===== config.mk =====
export PLATFORM = sky130hd
export DESIGN_NAME = alu_serial_exec
export DESIGN_NICKNAME = d
export VERILOG_FILES = /design/src/rtl/alu_serial_exec.sv
export SDC_FILE = /design/constraint.sdc
export NUM_CORES = 1
export LEC_CHECK = 0
export CORE_MARGIN = 2
export CORE_UTILIZATION = 55
export CTS_CLUSTER_SIZE = 24
export DETAILED_ROUTE_END_ITERATION = 8
export PLACE_DENSITY = 0.84
export SLEW_MARGIN = 20
export SYNTH_ARGS = -nofsm -noshare
export SYNTH_HDL_FRONTEND = slang
export SYNTH_SLANG_ARGS = --single-unit

===== constraint.sdc =====
create_clock -name clk -period 6.5 [get_ports clk]
set_clock_uncertainty 0.05 [all_clocks]
set_input_delay 1.95 -clock clk [delete_from_list [all_inputs] [get_ports clk]]
set_output_delay 1.95 -clock clk [all_outputs]
set_load 0.05 [all_outputs]

===== src/rtl/alu_serial_exec.sv =====
`timescale 1ns/1ps
`default_nettype none
// ============================================================================
// Module   : alu_serial_exec
// Brief    : Bit-serial ALU executor, one result bit per cycle, LSB first.
// Revision : 1.0 - initial release
// ============================================================================
module alu_serial_exec #(
   parameter int WIDTH = 24
) (
   input  logic             clk,
   input  logic             rst_n,
   input  logic             start,
   input  logic [WIDTH-1:0] a,
   input  logic [WIDTH-1:0] b,
   input  logic [4:0]       alu_ctrl,
   output logic             busy,
   output logic             done,
   output logic [WIDTH-1:0] result,
   output logic             carry_out,
   output logic             overflow,
   output logic             zero
);

   localparam int                 c_CNT_W  = $clog2(WIDTH);
   localparam logic [c_CNT_W-1:0] c_LAST   = c_CNT_W'(WIDTH - 1);
   localparam logic [2:0]         c_OP_AND = 3'b000;
   localparam logic [2:0]         c_OP_OR  = 3'b001;
   localparam logic [2:0]         c_OP_ADD = 3'b010;
   localparam logic [2:0]         c_OP_SLT = 3'b011;
   localparam logic [2:0]         c_OP_XOR = 3'b100;

   typedef enum logic [1:0] {
      S_IDLE = 2'd0,
      S_RUN  = 2'd1,
      S_DONE = 2'd2
   } state_t;

   state_t             r_state;
   state_t             w_next;
   logic [WIDTH-1:0]   r_a;
   logic [WIDTH-1:0]   r_b;
   logic [4:0]         r_ctrl;
   logic [c_CNT_W-1:0] r_cnt;
   logic               r_carry;
   logic [WIDTH-1:0]   r_result;
   logic               r_carry_out;
   logic               r_overflow;

   logic       w_accept;
   logic       w_last;
   logic [2:0] w_op;
   logic       w_ai;
   logic       w_bi;
   logic       w_sum;
   logic       w_cout;
   logic       w_set;
   logic       w_bit;
   logic       w_add_class;

   assign w_accept    = (r_state == S_IDLE) && start;
   assign w_last      = (r_cnt == c_LAST);
   assign w_op        = r_ctrl[2:0];
   assign w_ai        = r_a[r_cnt] ^ r_ctrl[4];
   assign w_bi        = r_b[r_cnt] ^ r_ctrl[3];
   assign w_sum       = w_ai ^ w_bi ^ r_carry;
   assign w_cout      = (w_ai & w_bi) | (w_ai & r_carry) | (w_bi & r_carry);
   // Carry-in ^ carry-out at the MSB is the signed overflow; it corrects the SLT sign.
   assign w_set       = w_sum ^ (r_carry ^ w_cout);
   assign w_add_class = (w_op == c_OP_ADD) || (w_op == c_OP_SLT);

   always_comb begin
      w_bit = 1'b0;
      case (w_op)
         c_OP_AND: w_bit = w_ai & w_bi;
         c_OP_OR:  w_bit = w_ai | w_bi;
         c_OP_ADD: w_bit = w_sum;
         c_OP_XOR: w_bit = w_ai ^ w_bi;
         default:  w_bit = 1'b0;
      endcase
   end

   always_ff @(posedge clk or negedge rst_n) begin
      if (!rst_n) begin
         r_state <= S_IDLE;
      end else begin
         r_state <= w_next;
      end
   end

   always_comb begin
      w_next = r_state;
      case (r_state)
         S_IDLE:  if (start) w_next = S_RUN;
         S_RUN:   if (w_last) w_next = S_DONE;
         S_DONE:  w_next = S_IDLE;
         default: w_next = S_IDLE;
      endcase
   end

   always_ff @(posedge clk or negedge rst_n) begin
      if (!rst_n) begin
         r_a         <= '0;
         r_b         <= '0;
         r_ctrl      <= '0;
         r_cnt       <= '0;
         r_carry     <= 1'b0;
         r_result    <= '0;
         r_carry_out <= 1'b0;
         r_overflow  <= 1'b0;
      end else if (w_accept) begin
         r_a     <= a;
         r_b     <= b;
         r_ctrl  <= alu_ctrl;
         r_cnt   <= '0;
         r_carry <= alu_ctrl[3];
      end else if (r_state == S_RUN) begin
         r_result[r_cnt] <= w_bit;
         r_carry         <= w_cout;
         if (!w_last) begin
            r_cnt <= r_cnt + 1'b1;
         end else begin
            // SLT bit 0 was written as 0 earlier and is overwritten here.
            if (w_op == c_OP_SLT) r_result[0] <= w_set;
            r_carry_out <= w_add_class & w_cout;
            r_overflow  <= (w_op == c_OP_ADD) & (r_carry ^ w_cout);
         end
      end
   end

   assign busy      = (r_state == S_RUN);
   assign done      = (r_state == S_DONE);
   assign result    = r_result;
   assign carry_out = r_carry_out;
   assign overflow  = r_overflow;
   assign zero      = ~|r_result;

endmodule
`default_nettype wire


-- Word level (Yosys, flattened, before mapping)
Index checks and enable logic that the tools add are counted.
- flip-flop bits (word level): 87
- bits of input ports: 56
- output and inout bits: 29
- word-level logic and storage cells: 67
- add/sub/neg operators: 1
- $lt $le $gt $ge: 2
- equality and inequality tests: 10
- mux-type cells: 18
- bitwise operators: 15
- reductions and logical operators: 12
- operators with widths (cell ; number):
    $bwmux 24 ; 1
    $reduce_or 24->1 ; 1
    $mux 5 ; 3
    $bmux 1 s5 ; 2
    $mux 1 ; 7
    $eq 3x2->1 const B ; 2
    $lt 5x6->1 const B ; 1
    $reduce_and 2->1 ; 3
    $xor 1x1->1 ; 6
    $add 5x1->5 const B ; 1
    $and 1x1->1 ; 5
    $demux 1 s5 ; 1
    $eq 5x5->1 const B ; 1
    $ge 5x1->1 const B ; 1
    $mux 2 ; 2
    $ne 2x2->1 const B ; 2
    $pmux 1 s4 ; 1
    $pmux 2 s2 ; 1
    $eq 3x1->1 const B ; 1
    $eq 3x3->1 const B ; 1
    $logic_not 3->1 ; 1
    $or 1x1->1 ; 3
    $reduce_and 3->1 ; 1
    $eq 2x1->1 const B ; 1
    other kinds (8) ; 9

-- Logic depth before layout (Yosys ltp)
- depth in word-level cells: 10
- mapped depth: 12
- depth with buffers taken out: 9

-- Worst setup path after synthesis
OpenSTA, ideal clock, no wires.
- path kind: flip-flop to output port
- start: register r_result[19] (netlist: result[19])
- end: output zero
- data arrival time: 1.659 ns
- data required time: 4.500 ns
- slack: 2.841 ns
- cell stages (with the launch flop): 4
- buffers on the path: 0
- cell sequence: dfrtp_1 > nor4_1 > nand4_1 > nor2_1
- cells in the longest elaborated chain, start to end: 2
- RTL lines (item ; RTL line ; text):
    from (decl) ; 46 ; logic [WIDTH-1:0] r_result;
    from (signal, indexed assignment) ; 118 ; r_result[r_cnt] <= w_bit;
    $reduce_or 24->1 ; 136 ; assign zero = ~|r_result;
    $logic_not 1->1 ; 136 ;
    to (decl) ; 22 ; output logic zero
Every way passes these cells.

-- Final worst setup path
- start: register r_state[0]
- end: output busy
- cells in the longest elaborated chain, start to end: 1
- RTL lines (item ; RTL line ; text):
    from (decl) ; 39 ; state_t r_state;
    from (signal assigned) ; 87 ; r_state <= w_next;
    $eq 2x1->1 ; 131 ; assign busy = (r_state == S_RUN);
    to (decl) ; 17 ; output logic busy,
Every way passes these cells.

==> flow_summary_export.csv <==
group,metric,value,unit
run_status,outcome,"complete, no violations",
timing,rsz0062_at_grt,"no",
min_path,holdPathStages,1,
placed_design,gp_congestion,0.808,
routing,route.detailed.drc,0,
clock_tree,cts_made_buffers,9,
routing,routed_wl,8530,µm
worst_setup_path,crit_fanout,14,
yosys,yosysTopAreaCellShare,52.6,%
global_route,grt_pass1_vias,3029,
placed_design,dpl.hpwl,6200,µm
global_route,grt_overflow,0,
worst_setup_path,critPathRequiredTime,4500,ps
global_route,antenna_found_initial,0,
routing,drt_pass1_iterations,4,
floorplan,io_pins,85,
worst_setup_path,crit_family,"buffers and inverters",
flow_run,maxCapViolations,0,
yosys,synth.most_common_cell,"dfrtp_1",
yosys,synth_ff_type,"dfrtp_1",
clock_tree,postCtsSetupRepairBufs,0,
routing,first_iter_violations,170,
finish,drive_above_1_share,13.2,%
min_path,holdPathEnd,"r_a[2]$_DFFE_PN0P_",
floorplan,design.core.area,7250,µm²
routing,vias,2757,
finish,syn_to_final_growth,27.3,%
worst_setup_path,max_stage_delay,960,ps
yosys,synth_edf_count,0,
timing,slew_violations,0,
worst_setup_path,critPathBufInv,1,
clock_tree,holdBufCountCts,0,
floorplan,dieWidth,90.7,µm
timing,post-route-min-period,4610,ps
yosys,syn_area,4140,µm²
worst_setup_path,r2r_start,"r_cnt[0]$_DFFE_PN0P_",
yosys,yosys-top-cells-area,"dfrtp_1 (53%), mux2_1 (16%), mux2_2 (6.3%), mux4_2 (4.9%), nor2_1 (2.5%)",
worst_setup_path,r2r_cells,7,
worst_setup_path,critPathSlowestCell,"clkdlybuf4s50_1",
yosys,ys_seq_area_share,52.6,%
worst_setup_path,worstPathCellList,"nor2b_1 -> clkdlybuf4s50_1",
power_and_ir_drop,power_leakage,0.00221,µW
timing,setup_violations,0,
yosys,synth_fp_nets,374,
finish,diodes,0,
floorplan,fp-row-count,31,
clock_tree,clkTransAtPathRegs,80,ps
finish,final_nets,454,
power_and_ir_drop,peakVddDrop,0.000203,V
clock_tree,htree_levels,3,
timing,tightest_slew,1000,ps
timing,slew_headroom,33.2,%
finish,nFillCells,521,
routing,via_per_inst,5.60,
power_and_ir_drop,powerDensity,548,nW/µm²
min_path,worstHoldStart,"r_a[2]$_DFFE_PN0P_",
yosys,synth_cells,310,
worst_setup_path,rrSetupSlack,2400,ps
placed_design,port_buffers,84,
routing,ant_nets,0,
global_route,grt_max_degree,88,
clock_tree,ctsRootBufferMaster,"clkbuf_8",
clock_tree,worstSkewPairLatency,350,ps
global_route,grt_use_total,22.1,%
timing,final_hold_viol_count,0,
yosys,ys_seq_elements,87,
clock_tree,cts_tree,"done",
placed_design,placed_cells,478,
min_path,hold_class,"register to register",
yosys,synth_top_cell_by_area,"dfrtp_1",
global_route,grt_pass1_wl,14400,µm
floorplan,chipHeight,90.7,µm
worst_setup_path,r2r-end,"result[17]$_DFFE_PN0P_",
worst_setup_path,path_class,"register to output pin",
clock_tree,cts-resized-gates,0,
clock_tree,clock_sinks,87,
worst_setup_path,cp-start-kind,"register",
timing,period_share,70.9,%
timing,tns,0,ps
yosys,syn-mean-instance-area,13.3,µm²
floorplan,dieArea,8230,µm²
yosys,synth-async-reset-ratio,100,%
worst_setup_path,critPathArrivalTime,2610,ps
yosys,synthTopCellsByCount,"dfrtp_1 (87), mux2_1 (57), nor2_1 (28)",
finish,final_cells,492,
timing,fmax,0.217,GHz
worst_setup_path,end_kind,"output pin",
yosys,synth_warnings,0,
yosys,yosysUniqueCellTypes,46,
routing,wl_per_cell,17.3,µm
floorplan,start_util,57.0,%
clock_tree,cts_buffer_depth,2,
cells by family (layout without fill, tap and decap cells):
family / count (synthesis) / after routing / synth area share (%)
xor gates and xnor gates: 8 / 8 / 1.69
muxes: 95 / 95 / 28.3
and+or+nand+nor: 74 / 74 / 8.89
AOI/OAI and AO/OA: 18 / 18 / 3.63
adders and majority gates: 8 / 8 / 2.78
DFF: 87 / 87 / 52.6
buffers and inverters: 20 / 103 / 2.12
flip-flops by register name, indices dropped and copies added, names as in the netlist:
name,count
r_carry,1
r_cnt,5
overflow,1
r_b,24
result,24
r_ctrl,5
carry_out,1
r_state,2
r_a,24
where the power goes:
part / switching (µW) / internal [µW]
registers: 237 / 797
clock network: 178 / 212
logic: 792 / 666
cell type report:
| type | instances | area (µm²) | share of cell area [%] |
|---|---|---|---|
| clock buffers | 10 | 128 | 2.42 |
| clock inverters | 4 | 72.6 | 1.38 |
| inverters | 4 | 15.0 | 0.285 |
| multi-input cells | 203 | 1900 | 36.1 |
| flip-flops and latches | 87 | 2180 | 41.4 |
| well taps | 99 | 124 | 2.35 |
| repair buffers | 85 | 850 | 16.1 |
layer usage:
metal,global-route usage (%),routed length [µm],vias to the layer above
met5,0,0,-
met1,28.4,3630,1368
met2,37.2,4290,96
li1,-,-,1276
met4,10.1,215,0
met3,3.51,388,17
through the flow:
stage	setup slack [ps]	total power (µW)	area, µm²	utilization [%]	hold slack, ps
final	1890	2880	5260	72.6	439
after global routing	1780	3070	5260	72.6	461
after CTS	1900	2860	5250	72.4	442
after detailed placement	2060	2460	5050	69.6	422
after global placement	2220	2390	5050	69.6	412
after floorplan	2840	2030	4140	-	400
worst max path at each step:
stage,start,end,cells past startpoint
2_1_floorplan,result[19]$_DFFE_PN0P_,zero,3
3_3_place_gp,r_cnt[0]$_DFFE_PN0P_,result[7]$_DFFE_PN0P_,7
3_5_place_dp,r_cnt[0]$_DFFE_PN0P_,result[4]$_DFFE_PN0P_,7
4_1_cts,r_state[0]$_DFFE_PN0P_,busy,2
5_1_grt,r_state[0]$_DFFE_PN0P_,busy,2
6_report,r_state[0]$_DFFE_PN0P_,busy,2
cells in the final DEF (no fill, tap or decap), drive strengths merged, types with 2 or more instances in the layout:
cell / Yosys / layout
clkbuf: 8 / 10
nand3b: 4 / 4
xor2: 5 / 5
nand3: 6 / 6
a32oi: 2 / 2
ha: 6 / 6
buf: 8 / 2
nor2b: 3 / 3
mux2: 81 / 81
nand2b: 5 / 5
bufinv: 0 / 2
dfrtp: 87 / 87
nor4: 6 / 6
clkdlybuf4s50: 0 / 83
o221ai: 2 / 2
fa: 2 / 2
nor2: 28 / 28
a221oi: 2 / 2
mux2i: 5 / 5
and3b: 2 / 2
nand2: 13 / 13
inv: 4 / 4
xnor2: 3 / 3
nand4: 2 / 2
mux4: 9 / 9
Note: power is estimated with default switching activity, not from simulation.
==> edit (same settings) <==
Change the parameter `WIDTH` from 24 to 36.
--- a/src/rtl/alu_serial_exec.sv
+++ b/src/rtl/alu_serial_exec.sv
@@ -7,5 +7,5 @@
 // ============================================================================
 module alu_serial_exec #(
-   parameter int WIDTH = 24
+   parameter int WIDTH = 36
 ) (
    input  logic             clk,
Ports: changed (resized a, b and result); port bits go from 85 to 121. No check against the original RTL was run, so the function may have changed too.
==> edit against the original RTL <==
- synthesized area increased by 44%
- cell area increased by 48%
- setup slack improved by 37 ps
- total power increased by 28%
- highest routed layer unchanged
- sequential cell count increased by 37
- routed wire length increased by 72%
- final cell count increased by 79%
==> edit: results (changes against the original RTL) <==
worst hold slack 421 ps (-17.5 ps); status completed; hold path cells 2 (+1); Hold EP r_a[34]; Initial DRC Count 312 (+84%); Slew @ Worst Pin 964 ps (-37.2 ps); FF-to-FF setup slack 2510 ps (+110 ps); layout cell share with drive strength beyond 1 12.6% (-0.63 points); Finished Layout Cells 882 (+79%); DR WL met3 918 µm (+140%); Place WS 2450 ps (+387 ps); GPL Wtd Cong 0.809 (+0.11%); crit-path leading delay family simple AND/OR/NAND/NOR gates; clk_lat worst skew 520 ps (+170 ps); met1 wire length 5.99 mm (+65%); met2 usage 46.0% (+8.9 points); Startpoint Class flop; M3 GR Usage 6.33% (+2.8 points); syn nets 708 (+89%); Vias/cell 5.61 (+0.19%); switching share of power 39.3% (-2.6 points); Unique masters post-synth 49 (+6.5%); ys flop type dfrtp_1; Power Internal 0.00224 W (+34%); Mapped Avg Cell Area 9.54 µm² (-29%); sequential share of power 35.5% (-0.4 points); Post-Route WL 14.6 mm (+72%); CP Max Fanout 3 (-11); slowest stage delay, CP 820 ps (-140 ps); final worst path period need 4570 ps (-36.8 ps); drt pass-1 iters 7 (+3); fill cell count 721 (+38%); met2 WL 7.40 mm (+72%); final layout net count 818 (+80%); GRT Total Usage 27.4% (+5.2 points); Detailed Place HPWL 10.0 mm (+62%); largest cells by area after synthesis dfrtp_1 (52%), nand2_1 (17%), mux2_2 (7.2%); post-synthesis sequential area ratio 52.2% (-0.42 points); WP data arrival 2570 ps (-40 ps); maximum vdd drop 0.368 mV (+82%); R2R cell count 10 (+3); most common library cells after synthesis nand2_1 (265), dfrtp_1 (124), mux2_2 (38); CTS H-tree depth 4 (+1); hold path startpoint r_a[34]; I/O Buffers 120 (+43%); global-route wire length before repair 24.6 mm (+71%); clk slew on worst S/H paths 50 ps (-30 ps); reg-to-reg endpoint result[0]; Lkg Pwr 3.68 nW (+67%); Inst Count DP 850 (+78%); Num CTS Buffers 17 (+8); grt met1 use 34.3% (+5.9 points); origin of the critical flop-to-flop path r_cnt[1]; FFs w/ async S/R, synth 100% (unchanged); pin count of the biggest net entering global routing 88 (unchanged); Antenna diodes 0 (unchanged); placed cell area 7180 µm² (+42%); vias in the first global route 5158 (+70%)
-- edit: worst max-delay path by stage --
stage / start / end / cells after the start
after global placement: result[7] / zero / 4
final: result[7] / zero / 4
after CTS: result[7] / zero / 4
after detailed placement: result[7] / zero / 4
after global routing: result[7] / zero / 4
after floorplan: result[3] / zero / 3
-- edit: layout make-up --
cell class                 instances  area (µm²)  share of cell area, %
clock buffer                      21         449                   5.78
timing repair buffer             125        1240                   15.9
inverter                           6        22.5                  0.290
sequential                       124        3100                   39.9
clock inverter                    11         143                   1.83
tap                              136         170                   2.19
multi-input combinational        459        2650                   34.0
-- edit: logic make-up (layout without fill, tap and decap cells) --
family	after synthesis	count (layout)	share of synthesized area, %
buf+inv	40	163	3.33
xor+xnor	7	7	1.03
mux	61	61	12.7
flops	124	124	52.2
fa+ha+maj	5	5	1.31
compound gates	39	39	4.34
simple gates	347	347	25.1
-- edit: worst min-delay path, delay by kind of cell (launching register included) --
family           cells  cell delay [ps]
DFF                  1              330
and+or+nand+nor      2              110
